$ cat config.mk
export PLATFORM = sky130hd
export DESIGN_NAME = gon_xbus_ctrl
export DESIGN_NICKNAME = d
export VERILOG_FILES = /design/src/rtl/gon_xbus_ctrl.sv
export SDC_FILE = /design/constraint.sdc
export NUM_CORES = 1
export LEC_CHECK = 0
export ABC_AREA = 1
export BUFFER_PORTS_ARGS = -buffer_cell sky130_fd_sc_hd__buf_2
export CELL_PAD_IN_SITES_DETAIL_PLACEMENT = 2
export CELL_PAD_IN_SITES_GLOBAL_PLACEMENT = 2
export CORE_ASPECT_RATIO = 1.75
export CORE_UTILIZATION = 36
export CTS_CLUSTER_SIZE = 16
export DETAILED_ROUTE_END_ITERATION = 8
export GPL_ROUTABILITY_DRIVEN = 0
export PLACE_DENSITY = 0.86
export REMOVE_ABC_BUFFERS = 1
export SYNTH_ARGS = -nofsm -noshare
export SYNTH_HDL_FRONTEND = slang
export SYNTH_SLANG_ARGS = --single-unit
$ cat constraint.sdc
create_clock -name clk -period 5.3 [get_ports clk]
set_input_delay 0.265 -clock clk [delete_from_list [all_inputs] [get_ports clk]]
set_output_delay 0.265 -clock clk [all_outputs]
set_load 0.05 [all_outputs]
$ cat src/rtl/gon_xbus_ctrl.sv
// gon_xbus_ctrl: sequencing controller for one GON X-bus.
// Buffers tagged packets from the GLB read port, holds the per-column ID
// table, and strobes the bus only when every targeted column is ready.
// Packets whose tag matches no column are discarded and counted.
module gon_xbus_ctrl #(
   parameter int DATA_WIDTH    = 64,
   parameter int COL_TAG_WIDTH = 4,
   parameter int NUM_OF_COLS   = 14,
   parameter int FIFO_DEPTH    = 4
) (
   input  logic                     clk,
   input  logic                     reset,
   input  logic                     cfg_load,
   input  logic [COL_TAG_WIDTH-1:0] cfg_col_id [0:NUM_OF_COLS-1],
   output logic [COL_TAG_WIDTH-1:0] col_id     [0:NUM_OF_COLS-1],
   input  logic                     src_valid,
   output logic                     src_ready,
   input  logic [COL_TAG_WIDTH-1:0] src_tag,
   input  logic [DATA_WIDTH-1:0]    src_data,
   input  logic [0:NUM_OF_COLS-1]   col_ready,
   output logic [COL_TAG_WIDTH-1:0] bus_tag,
   output logic [DATA_WIDTH-1:0]    bus_data,
   output logic                     bus_enable,
   output logic [15:0]              drop_count,
   output logic                     cfg_err,
   output logic                     busy
);

   localparam int                     PTR_W     = $clog2(FIFO_DEPTH);
   localparam logic [PTR_W:0]         DEPTH_CNT = (PTR_W+1)'(FIFO_DEPTH);
   localparam logic [COL_TAG_WIDTH-1:0] BCAST_TAG = '1;

   typedef enum logic {ST_CONFIG, ST_RUN} state_t;

   state_t                   state;
   logic [COL_TAG_WIDTH-1:0] tag_mem  [0:FIFO_DEPTH-1];
   logic [DATA_WIDTH-1:0]    data_mem [0:FIFO_DEPTH-1];
   logic [PTR_W-1:0]         rd_ptr;
   logic [PTR_W-1:0]         wr_ptr;
   logic [PTR_W:0]           count;

   logic                     empty;
   logic                     full;
   logic                     push;
   logic                     pop;
   logic                     run;
   logic                     drop;
   logic                     targets_ready;
   logic [COL_TAG_WIDTH-1:0] head_tag;
   logic [DATA_WIDTH-1:0]    head_data;
   logic [0:NUM_OF_COLS-1]   match_mask;

   assign empty     = (count == '0);
   assign full      = (count == DEPTH_CNT);
   assign src_ready = !full;
   assign busy      = !empty;
   assign push      = src_valid && !full;
   assign run       = (state == ST_RUN);

   assign head_tag  = tag_mem[rd_ptr];
   assign head_data = data_mem[rd_ptr];
   assign bus_tag   = empty ? '0 : head_tag;
   assign bus_data  = empty ? '0 : head_data;

   // Which columns the head packet targets; the broadcast tag hits them all.
   always_comb begin
      match_mask = '0;
      for (int i = 0; i < NUM_OF_COLS; i++) begin
         match_mask[i] = (head_tag == BCAST_TAG) || (col_id[i] == head_tag);
      end
   end

   // Only targeted columns gate the transfer; the rest are masked off.
   assign targets_ready = (match_mask != '0) && ((col_ready & match_mask) == match_mask);
   assign drop          = run && !empty && (match_mask == '0);
   assign bus_enable    = run && !empty && targets_ready;
   assign pop           = drop || bus_enable;

   // Packet storage written on push.
   // NOTE: the storage array has no reset; emptiness is tracked by count and
   // the bus outputs are forced to zero when empty, so stale contents never leak.
   always_ff @(posedge clk) begin
      if (push) begin
         tag_mem[wr_ptr]  <= src_tag;
         data_mem[wr_ptr] <= src_data;
      end
   end

   // FIFO pointers and occupancy; pointers wrap naturally at the power-of-two depth.
   always_ff @(posedge clk or posedge reset) begin
      if (reset) begin
         rd_ptr <= '0;
         wr_ptr <= '0;
         count  <= '0;
      end else begin
         if (push) wr_ptr <= wr_ptr + PTR_W'(1);
         if (pop)  rd_ptr <= rd_ptr + PTR_W'(1);
         case ({push, pop})
            2'b10:   count <= count + (PTR_W+1)'(1);
            2'b01:   count <= count - (PTR_W+1)'(1);
            default: count <= count;
         endcase
      end
   end

   // Control FSM: ID table loading, config error flag and drop counter.
   always_ff @(posedge clk or posedge reset) begin
      if (reset) begin
         state      <= ST_CONFIG;
         drop_count <= '0;
         cfg_err    <= 1'b0;
         for (int i = 0; i < NUM_OF_COLS; i++) begin
            col_id[i] <= '0;
         end
      end else begin
         if (drop && (drop_count != 16'hFFFF)) begin
            drop_count <= drop_count + 16'd1;
         end
         case (state)
            ST_CONFIG: begin
               if (cfg_load) begin
                  col_id <= cfg_col_id;
                  state  <= ST_RUN;
               end
            end
            ST_RUN: begin
               // Reloading under buffered packets would retarget them mid-flight.
               if (cfg_load) begin
                  if (empty) col_id  <= cfg_col_id;
                  else       cfg_err <= 1'b1;
               end
            end
            default: state <= ST_CONFIG;
         endcase
      end
   end

endmodule

==> impl_summary.txt, run 1 <==
----------------------------------------------------
[Finish]
  Area Overhead vs Synth ... 28.6%
  Area of all placed cells without fillers ... 19700 um2
  Total number of nets in the final design ... 1926
  Share of the core filled with cells in the final layout ... 47.1%
  Layout cells sized above 1 ... 23.8%

[Setup path]
  WP data required ... 5.70 ns
  Crit path arrival time ... slightly below 5 ns
  Cells on worst reg2reg path ... 19
  Largest driver fanout on the critical path ... 29
  Capturing element of the worst setup path ... count[2]
  Critical Path Start Type ... register
  R2R setup slack ... 0.89 ns
  Crit. Startpoint ... rd_ptr[0]
  Startpoint of the worst register-to-register path ... rd_ptr[0]
  Crit end category ... register
  Capture instance of the worst register-to-register path ... count[2]
  CP Class ... reg2reg

[Synthesis]
  Post-synthesis instance area ... about 15000 um2
  XOR/XNOR Fraction of Synth Area ... 1.26%
  Proportion of synthesized chip area in sequential cells ... between 60% and 70%
  Cells taking the most area after synthesis ... sky130_fd_sc_hd__edfxtp_1 53%, sky130_fd_sc_hd__dfrtp_1 13%, sky130_fd_sc_hd__nor2_1 7.6%, sky130_fd_sc_hd__nand2_1 5.2%, sky130_fd_sc_hd__o21ai_0 4.3%
  Mux contribution to synthesized area ... approximately 3.5%
  Top-area cell type share of the netlist area ... a little over half
  Complex-gate fraction of the synthesized area ... approximately 7.1%
  Most frequent cell after synthesis ... sky130_fd_sc_hd__nor2_1
  Prevailing post-synth register cell ... sky130_fd_sc_hd__edfxtp_1
  Number of unique standard cell types used by synthesis ... 31
  Post-synthesis cell count ... about 1400
  Post-Synth Adder-Cell Area ... less than 1%
  Simple logic cell fraction of the synthesized area ... 17.1%
  Synthesis warning total ... 0
  Number of enable-type register cells in the synthesized netlist ... roughly 270
  Top post-synthesis cells by count ... 311 x sky130_fd_sc_hd__nor2_1, 272 x sky130_fd_sc_hd__edfxtp_1, 213 x sky130_fd_sc_hd__nand2_1
  Cell taking the most area after synthesis ... sky130_fd_sc_hd__edfxtp_1
  FFs w/ async S/R, synth ... 22.9%
  Dominant combinational cell family by area after synthesis ... simple AND/OR/NAND/NOR gates
  Count of state elements after synthesis ... 353
  Syn_area_per_cell ... 11.0 um2

[Timing]
  RSZ-0062 raised after global routing ... false
  Achievable frequency ... between 0.2 and 0.25 GHz
  Final worst-path cycle share ... 83.2%
  Number of pins exceeding their max-slew limit in the final report ... 0
  Minimum clock period after layout ... around 4.4 ns
  Slew at the pin closest to its max-slew limit ... about 1.1 ns
  Max-Slew Margin vs Limit ... around a quarter
  Number of setup violations in the final report ... 0
  Fin Clk Skew ... ~0.040 ns
  Total Neg Setup Slack ... 0 ns
  Post-Route Hold Slack ... approximately 0.024 ns
  Final count of hold timing violations ... 0

[Clock network]
  Buffer levels on the longest clock path ... 3
  Clock buffer count from CTS ... 35
  Clock tree root driver cell ... sky130_fd_sc_hd__clkbuf_16
  Worst-Skew Late Latency ... 0.55 ns
  Total of cells resized after clock tree synthesis ... 0
  H-tree levels ... 2
  CTS tree ... built
  Number of hold buffers added after cts ... ~120
  Clock transition at the registers of the reported paths ... 0.06 ns
  Clk sink count ... between 300 and 400
  Post-CTS Setup Inserts ... 0

[Run]
  Max-cap viol count ... 0

[Min path]
  Kind of path behind the tightest hold check ... in2reg
  Startpoint of the lowest-slack hold path ... src_data[6]

[Floorplanning]
  Row count ... between 90 and 100
  Die height ... 275 um
  Die area ... 43400 um2
  IO Count ... 286
  Die Span X ... roughly 160 um
  Initial core utilization ... between 30% and 40%
  Total core area ... about 42000 um2

[GRT]
  Maximum number of pins on one net before global-route repair ... 85
  Antenna violations before repair ... 3
  Global-route usage over all layers ... a little over a quarter
  Vias in the first global route ... 14285
  Grt ovf ... 0
  Global-route wire length before repair ... about 85 mm

[Place]
  Area of placed instances ... 17300 um2
  Count of port buffers added during placement ... about 290
  Detailed placement HPWL ... 33.7 mm

[Routing]
  Routed len/inst ... 24.3 um
  DRC violation total after the first TritonRoute iteration ... 589
  Routed wire length ... between 50 and 60 mm
  Drt first pass iters ... 5
  Number of remaining DRC errors ... 0
  DRT antenna net count ... 0
  Vias after detailed routing ... 12200
  DR vias/cell ... 5.17

[Status]
  Run status ... completed

----------------------------------------------------
[layout make-up]
type                            count  area (um2)
Fill cell                        4272       22100
Sequential cell                   353       10200
Multi-Input combinational cell    908        4580
Timing Repair Buffer              422        2790
Clock buffer                       45         965
Tap cell                          555         694
Clock inverter                     19         224
Inverter                           57         219
Antenna cell                        3        7.51
[routing by layer]
metal | share of wire (%) | up-vias | global-route usage, %
li1 | - | 5500 | -
met1 | 35 | 6162 | 26.2
met2 | 56 | 387 | 52.2
met3 | 4.0 | 151 | 3.83
met4 | 5.3 | 0 | 15.0
met5 | 0 | - | 0
[sequential cells by signal, indices dropped and copies added, names as in the netlist]
| name | cells |
|---|---|
| data_mem | 256 |
| col_id | 56 |
| drop_count | 16 |
| tag_mem | 16 |
| count | 3 |
| rd_ptr | 2 |
| wr_ptr | 2 |
| cfg_err | 1 |
| run | 1 |
[critical path, cell delays in order (launching register included)]
cell	delay [ns]
sky130_fd_sc_hd__dfrtp_4	0.56
sky130_fd_sc_hd__inv_4	0.29
sky130_fd_sc_hd__nand2_1	0.11
sky130_fd_sc_hd__nand3_1	0.36
sky130_fd_sc_hd__nand2_2	0.34
sky130_fd_sc_hd__inv_1	0.20
sky130_fd_sc_hd__nand4_1	0.51
sky130_fd_sc_hd__nand2_1	0.29
sky130_fd_sc_hd__nor2_1	0.08
sky130_fd_sc_hd__nand2_1	0.11
sky130_fd_sc_hd__nor2_4	0.07
sky130_fd_sc_hd__nor2_1	0.10
sky130_fd_sc_hd__nand2_1	0.11
sky130_fd_sc_hd__nand2_1	0.15
sky130_fd_sc_hd__ha_1	0.17
sky130_fd_sc_hd__inv_1	0.07
sky130_fd_sc_hd__fa_1	0.37
sky130_fd_sc_hd__a21oi_1	0.14
sky130_fd_sc_hd__o21ai_0	0.12
sky130_fd_sc_hd__xnor2_1	0.14
[through the flow]
stage / std cells / worst slack (ns)
4_1_cts: 2359 / 0.964
6_report: 2362 / 0.888
3_3_place_gp: 2173 / 1.11
3_5_place_dp: 2173 / 0.996
5_1_grt: 2362 / 0.510
2_1_floorplan: 1318 / -1.39
[placed cells by master (no fill, tap or decap), types with 2 or more instances in the layout]
master,Yosys,final
sky130_fd_sc_hd__clkinv_1,0,2
sky130_fd_sc_hd__nand2_2,3,4
sky130_fd_sc_hd__clkinvlp_4,0,5
sky130_fd_sc_hd__clkbuf_16,0,36
sky130_fd_sc_hd__o21ai_0,132,132
sky130_fd_sc_hd__nor2_1,311,307
sky130_fd_sc_hd__nand3_1,24,24
sky130_fd_sc_hd__dfrtp_1,81,79
sky130_fd_sc_hd__nand3b_1,42,42
sky130_fd_sc_hd__edfxtp_1,272,272
sky130_fd_sc_hd__xnor2_1,7,7
sky130_fd_sc_hd__nand2_1,213,212
sky130_fd_sc_hd__nor3_1,4,3
sky130_fd_sc_hd__dfrtp_4,0,2
sky130_fd_sc_hd__clkbuf_1,46,6
sky130_fd_sc_hd__clkbuf_8,0,3
sky130_fd_sc_hd__nand3_2,3,3
sky130_fd_sc_hd__o21ai_1,7,7
sky130_fd_sc_hd__nor2_4,1,5
sky130_fd_sc_hd__clkinv_2,1,6
sky130_fd_sc_hd__buf_4,6,13
sky130_fd_sc_hd__nand2_4,3,3
sky130_fd_sc_hd__xor2_1,15,15
sky130_fd_sc_hd__inv_1,54,53
sky130_fd_sc_hd__nand4_1,5,5
sky130_fd_sc_hd__ha_1,6,6
sky130_fd_sc_hd__a21oi_1,77,77
sky130_fd_sc_hd__mux2_2,48,48
sky130_fd_sc_hd__bufinv_16,0,4
sky130_fd_sc_hd__buf_2,6,285
sky130_fd_sc_hd__nand3_4,4,4
sky130_fd_sc_hd__buf_12,0,2
sky130_fd_sc_hd__diode_2,0,3
sky130_fd_sc_hd__dlygate4sd3_1,0,122
[worst min-delay path by stage]
| stage | cells after the start | endpoint |
|---|---|---|
| after floorplan | 0 | data_mem[0][0] |
| after global placement | 2 | drop_count[8] |
| after detailed placement | 2 | drop_count[8] |
| after global routing | 1 | data_mem[3][6] |
| final | 1 | data_mem[0][6] |
| after CTS | 1 | data_mem[1][6] |
[cells by family (layout without fill, tap and decap cells)]
kind of cell | count (synthesis) | count (layout)
compound gates | 217 | 217
buf+inv | 130 | 543
simple gates | 614 | 614
flops | 353 | 353
other cells | 0 | 3
fa+ha+maj | 7 | 7
xor+xnor | 22 | 22
mux | 48 | 48
Power of run 1 is left out: the tool's default activity adds up to more than one toggle a clock period on the data nets, which glitch-free logic cannot reach.
==> run 2: changes to the inputs <==
--- a/config.mk
+++ b/config.mk
@@ -10,11 +10,11 @@
 export CELL_PAD_IN_SITES_DETAIL_PLACEMENT = 2
 export CELL_PAD_IN_SITES_GLOBAL_PLACEMENT = 2
 export CORE_ASPECT_RATIO = 1.75
-export CORE_UTILIZATION = 36
+export CORE_UTILIZATION = 32
 export CTS_CLUSTER_SIZE = 16
 export DETAILED_ROUTE_END_ITERATION = 8
 export GPL_ROUTABILITY_DRIVEN = 0
-export PLACE_DENSITY = 0.86
+export PLACE_DENSITY = 0.81
 export REMOVE_ABC_BUFFERS = 1
 export SYNTH_ARGS = -nofsm -noshare
 export SYNTH_HDL_FRONTEND = slang
==> constraint.sdc (replaced) <==
create_clock -name clk -period 3.9 [get_ports clk]
set_input_delay 0.195 -clock clk [delete_from_list [all_inputs] [get_ports clk]]
set_output_delay 0.195 -clock clk [all_outputs]
set_load 0.05 [all_outputs]
==> run 2 against run 1 <==
  * Hold slack improved by 0.14 ns
  * Sequential share of layout area decreased by 0.76 points
  * Final cell count is 2.2% higher
  * Largest cell class unchanged
==> impl_summary.txt, run 2 (same netlist as run 1, synthesis figures left out) <==
----------------------------------------------------
[Finish]
  Fill count ... 4890 (+14%)
  Most flops, register ... data_mem
  Biggest regs ... data_mem: 256 flops, col_id: 56 flops
  Largest register FFs ... 256 (unchanged)
  Total number of nets in the final design ... 1944 (+0.93%)
  Area Overhead vs Synth ... 30.5%
  Area of all placed cells without fillers ... 20000 um2 (+1.5%)
  Commonest cells after routing, fill and taps aside ... 307 x sky130_fd_sc_hd__nor2_1, 285 x sky130_fd_sc_hd__buf_2, 272 x sky130_fd_sc_hd__edfxtp_1, 211 x sky130_fd_sc_hd__nand2_1, 132 x sky130_fd_sc_hd__o21ai_0
  Commonest non-fill, non-tap cell in the layout ... sky130_fd_sc_hd__nor2_1
  Layout cells sized above 1 ... 24.3% (+0.46 points)

[Floorplanning]
  Initial core utilization ... 32.5% (-4.1 points)
  Die area ... 48700 um2 (+12%)
  Die height ... 291 um (+6.0%)
  Row count ... 105 (+6.1%)
  Total core area ... 47000 um2 (+13%)
  Die Span X ... 167 um (+6.0%)
  IO Count ... 286 (unchanged)

[Setup path]
  Largest driver fanout on the critical path ... 20 (-31%)
  Worst path max stage delay ... 0.54 ns (-0.02 ns)
  CP Class ... reg2reg
  Crit. Startpoint ... rd_ptr[0]
  Crit path arrival time ... 4.01 ns (-0.80 ns)
  Startpoint of the worst register-to-register path ... rd_ptr[0]
  Critical Path Start Type ... register
  Cells on worst reg2reg path ... 21 (+2)
  Crit end category ... register
  Capturing element of the worst setup path ... count[2]
  WP data required ... 4.34 ns (-1.36 ns)
  Master of the slowest instance on the critical path ... sky130_fd_sc_hd__dfrtp_4
  Capture instance of the worst register-to-register path ... count[2]
  Critical Path Most Common Cell ... sky130_fd_sc_hd__nand2_1
  Ordered cell list for the critical path ... buf_4, nand2_1, nand3_1, nand2_2, buf_6, nand2_1, nand2_1, nor2_1, nand2_1, nand2_1, nor2_1, nand2_1, nor2_4, nand2_1, nand2_2, ha_1, inv_1, fa_1, a21oi_1, o21ai_0, xnor2_1
  R2R setup slack ... 0.33 ns (-0.56 ns)

[Routing]
  Routed wire length ... 55.2 mm (-4.0%)
  Number of remaining DRC errors ... 0 (unchanged)
  Drt first pass iters ... 4 (-1)
  DRC violation total after the first TritonRoute iteration ... 530 (-10%)
  DRT antenna net count ... 0 (unchanged)
  Vias after detailed routing ... 12169 (-0.25%)
  Routed len/inst ... 22.9 um (-6.0%)
  DR vias/cell ... 5.04 (-2.4%)

[GRT]
  Global-route usage over all layers ... 22.8% (-4.0 points)
  Vias in the first global route ... 14196 (-0.62%)
  Antenna violations before repair ... 5 (+2)
  Grt ovf ... 0 (unchanged)
  Global-route wire length before repair ... 84.6 mm (-0.90%)
  Maximum number of pins on one net before global-route repair ... 70 (-18%)

[Place]
  Area of placed instances ... 17400 um2 (+0.81%)
  Count of port buffers added during placement ... 285 (unchanged)
  Detailed placement HPWL ... 33.6 mm (-0.16%)

[Min path]
  Kind of path behind the tightest hold check ... in2async

[Clock network]
  Clk sink count ... 353 (unchanged)
  H-tree levels ... 2 (unchanged)
  Clock tree root driver cell ... sky130_fd_sc_hd__clkbuf_16
  Clock buffer count from CTS ... 37 (+5.7%)
  Clock transition at the registers of the reported paths ... 0.08 ns (+0.02 ns)
  CTS tree ... built
  Worst-Skew Late Latency ... 0.55 ns (about the same)
  Buffer levels on the longest clock path ... 3 (unchanged)

[Timing]
  Number of pins exceeding their max-slew limit in the final report ... 0 (unchanged)
  Slew at the pin closest to its max-slew limit ... 1.04 ns (-0.0895 ns)
  Minimum clock period after layout ... 3.57 ns (-0.840 ns)
  Fin Clk Skew ... 0.0274 ns (-0.0127 ns)
  Total Neg Setup Slack ... 0 ns (unchanged)
  Final worst-path cycle share ... 91.6% (+8.3 points)
  Number of setup violations in the final report ... 0 (unchanged)
  Max-Slew Margin vs Limit ... 30.9% (+6.0 points)
  Final count of hold timing violations ... 0 (unchanged)
  Achievable frequency ... 0.280 GHz (+24%)

[Run]
  Max-cap viol count ... 0 (unchanged)

[Status]
  Run status ... completed

----------------------------------------------------
-- run 2: area by class of cell --
cell class              instances  area, um2  area share [%]
inverters                      57        219            1.10
clock inverters                18        254            1.27
diodes                          2       5.00          0.0251
well taps                     588        736            3.68
multi-input cells             908       4590            23.0
clock buffers                  49       1010            5.07
repair buffers                438       2950            14.8
flip-flops and latches        353      10200            51.1
-- run 2: timing repair --
action                     CTS  global route
gates resized for setup      0             6
setup endpoints to repair    0             2
hold buffers               126             0
hold endpoints to repair   347             0
setup buffers                0             2
-- run 2: how the worst min path moves through the flow --
stage	startpoint	endpoint	slack [ns]	cells past startpoint
floorplan	src_data[0]	data_mem[0][0]	0.29	0
global placement	reset	drop_count[13]	0.17	2
detailed placement	reset	drop_count[15]	0.18	2
CTS	reset	drop_count[0]	0.18	3
global route	reset	drop_count[13]	0.18	3
finish	reset	drop_count[13]	0.17	3
-- run 2: metal layers --
| metal | track usage [%] | up-vias | share of wire (%) | wire (um) |
|---|---|---|---|---|
| li1 | - | 5544 | - | - |
| met4 | 9.26 | 6 | 3.8 | 2100 |
| met5 | 0 | - | 0.062 | 34 |
| met2 | 44.6 | 342 | 56 | 30800 |
| met3 | 3.58 | 121 | 4.0 | 2220 |
| met1 | 23.6 | 6156 | 36 | 20100 |
-- run 2: stage by stage --
| step | utilization (%) | hold WS, ns | setup WS (ns) | std cells |
|---|---|---|---|---|
| 5_1_grt | 42.5 | 0.183 | -0.0187 | 2413 |
| 3_5_place_dp | 37.0 | 0.181 | 0.128 | 2216 |
| 6_report | 42.5 | 0.168 | 0.328 | 2413 |
| 2_1_floorplan | - | 0.294 | -2.79 | 1318 |
| 3_3_place_gp | 37.0 | 0.174 | 0.259 | 2216 |
| 4_1_cts | 42.4 | 0.179 | 0.0294 | 2409 |
-- run 2: critical path, delay by kind of cell (launching register included) --
kind	cells	cell delay, ns
AND/OR/NAND/NOR	13	1.35
adder cells (fa/ha/maj)	2	0.55
AO/OA/AOI/OAI	2	0.32
buffers and inverters	3	0.52
XOR/XNOR	1	0.19
flip-flops	1	0.54
Power of run 2 is left out for the same reason.
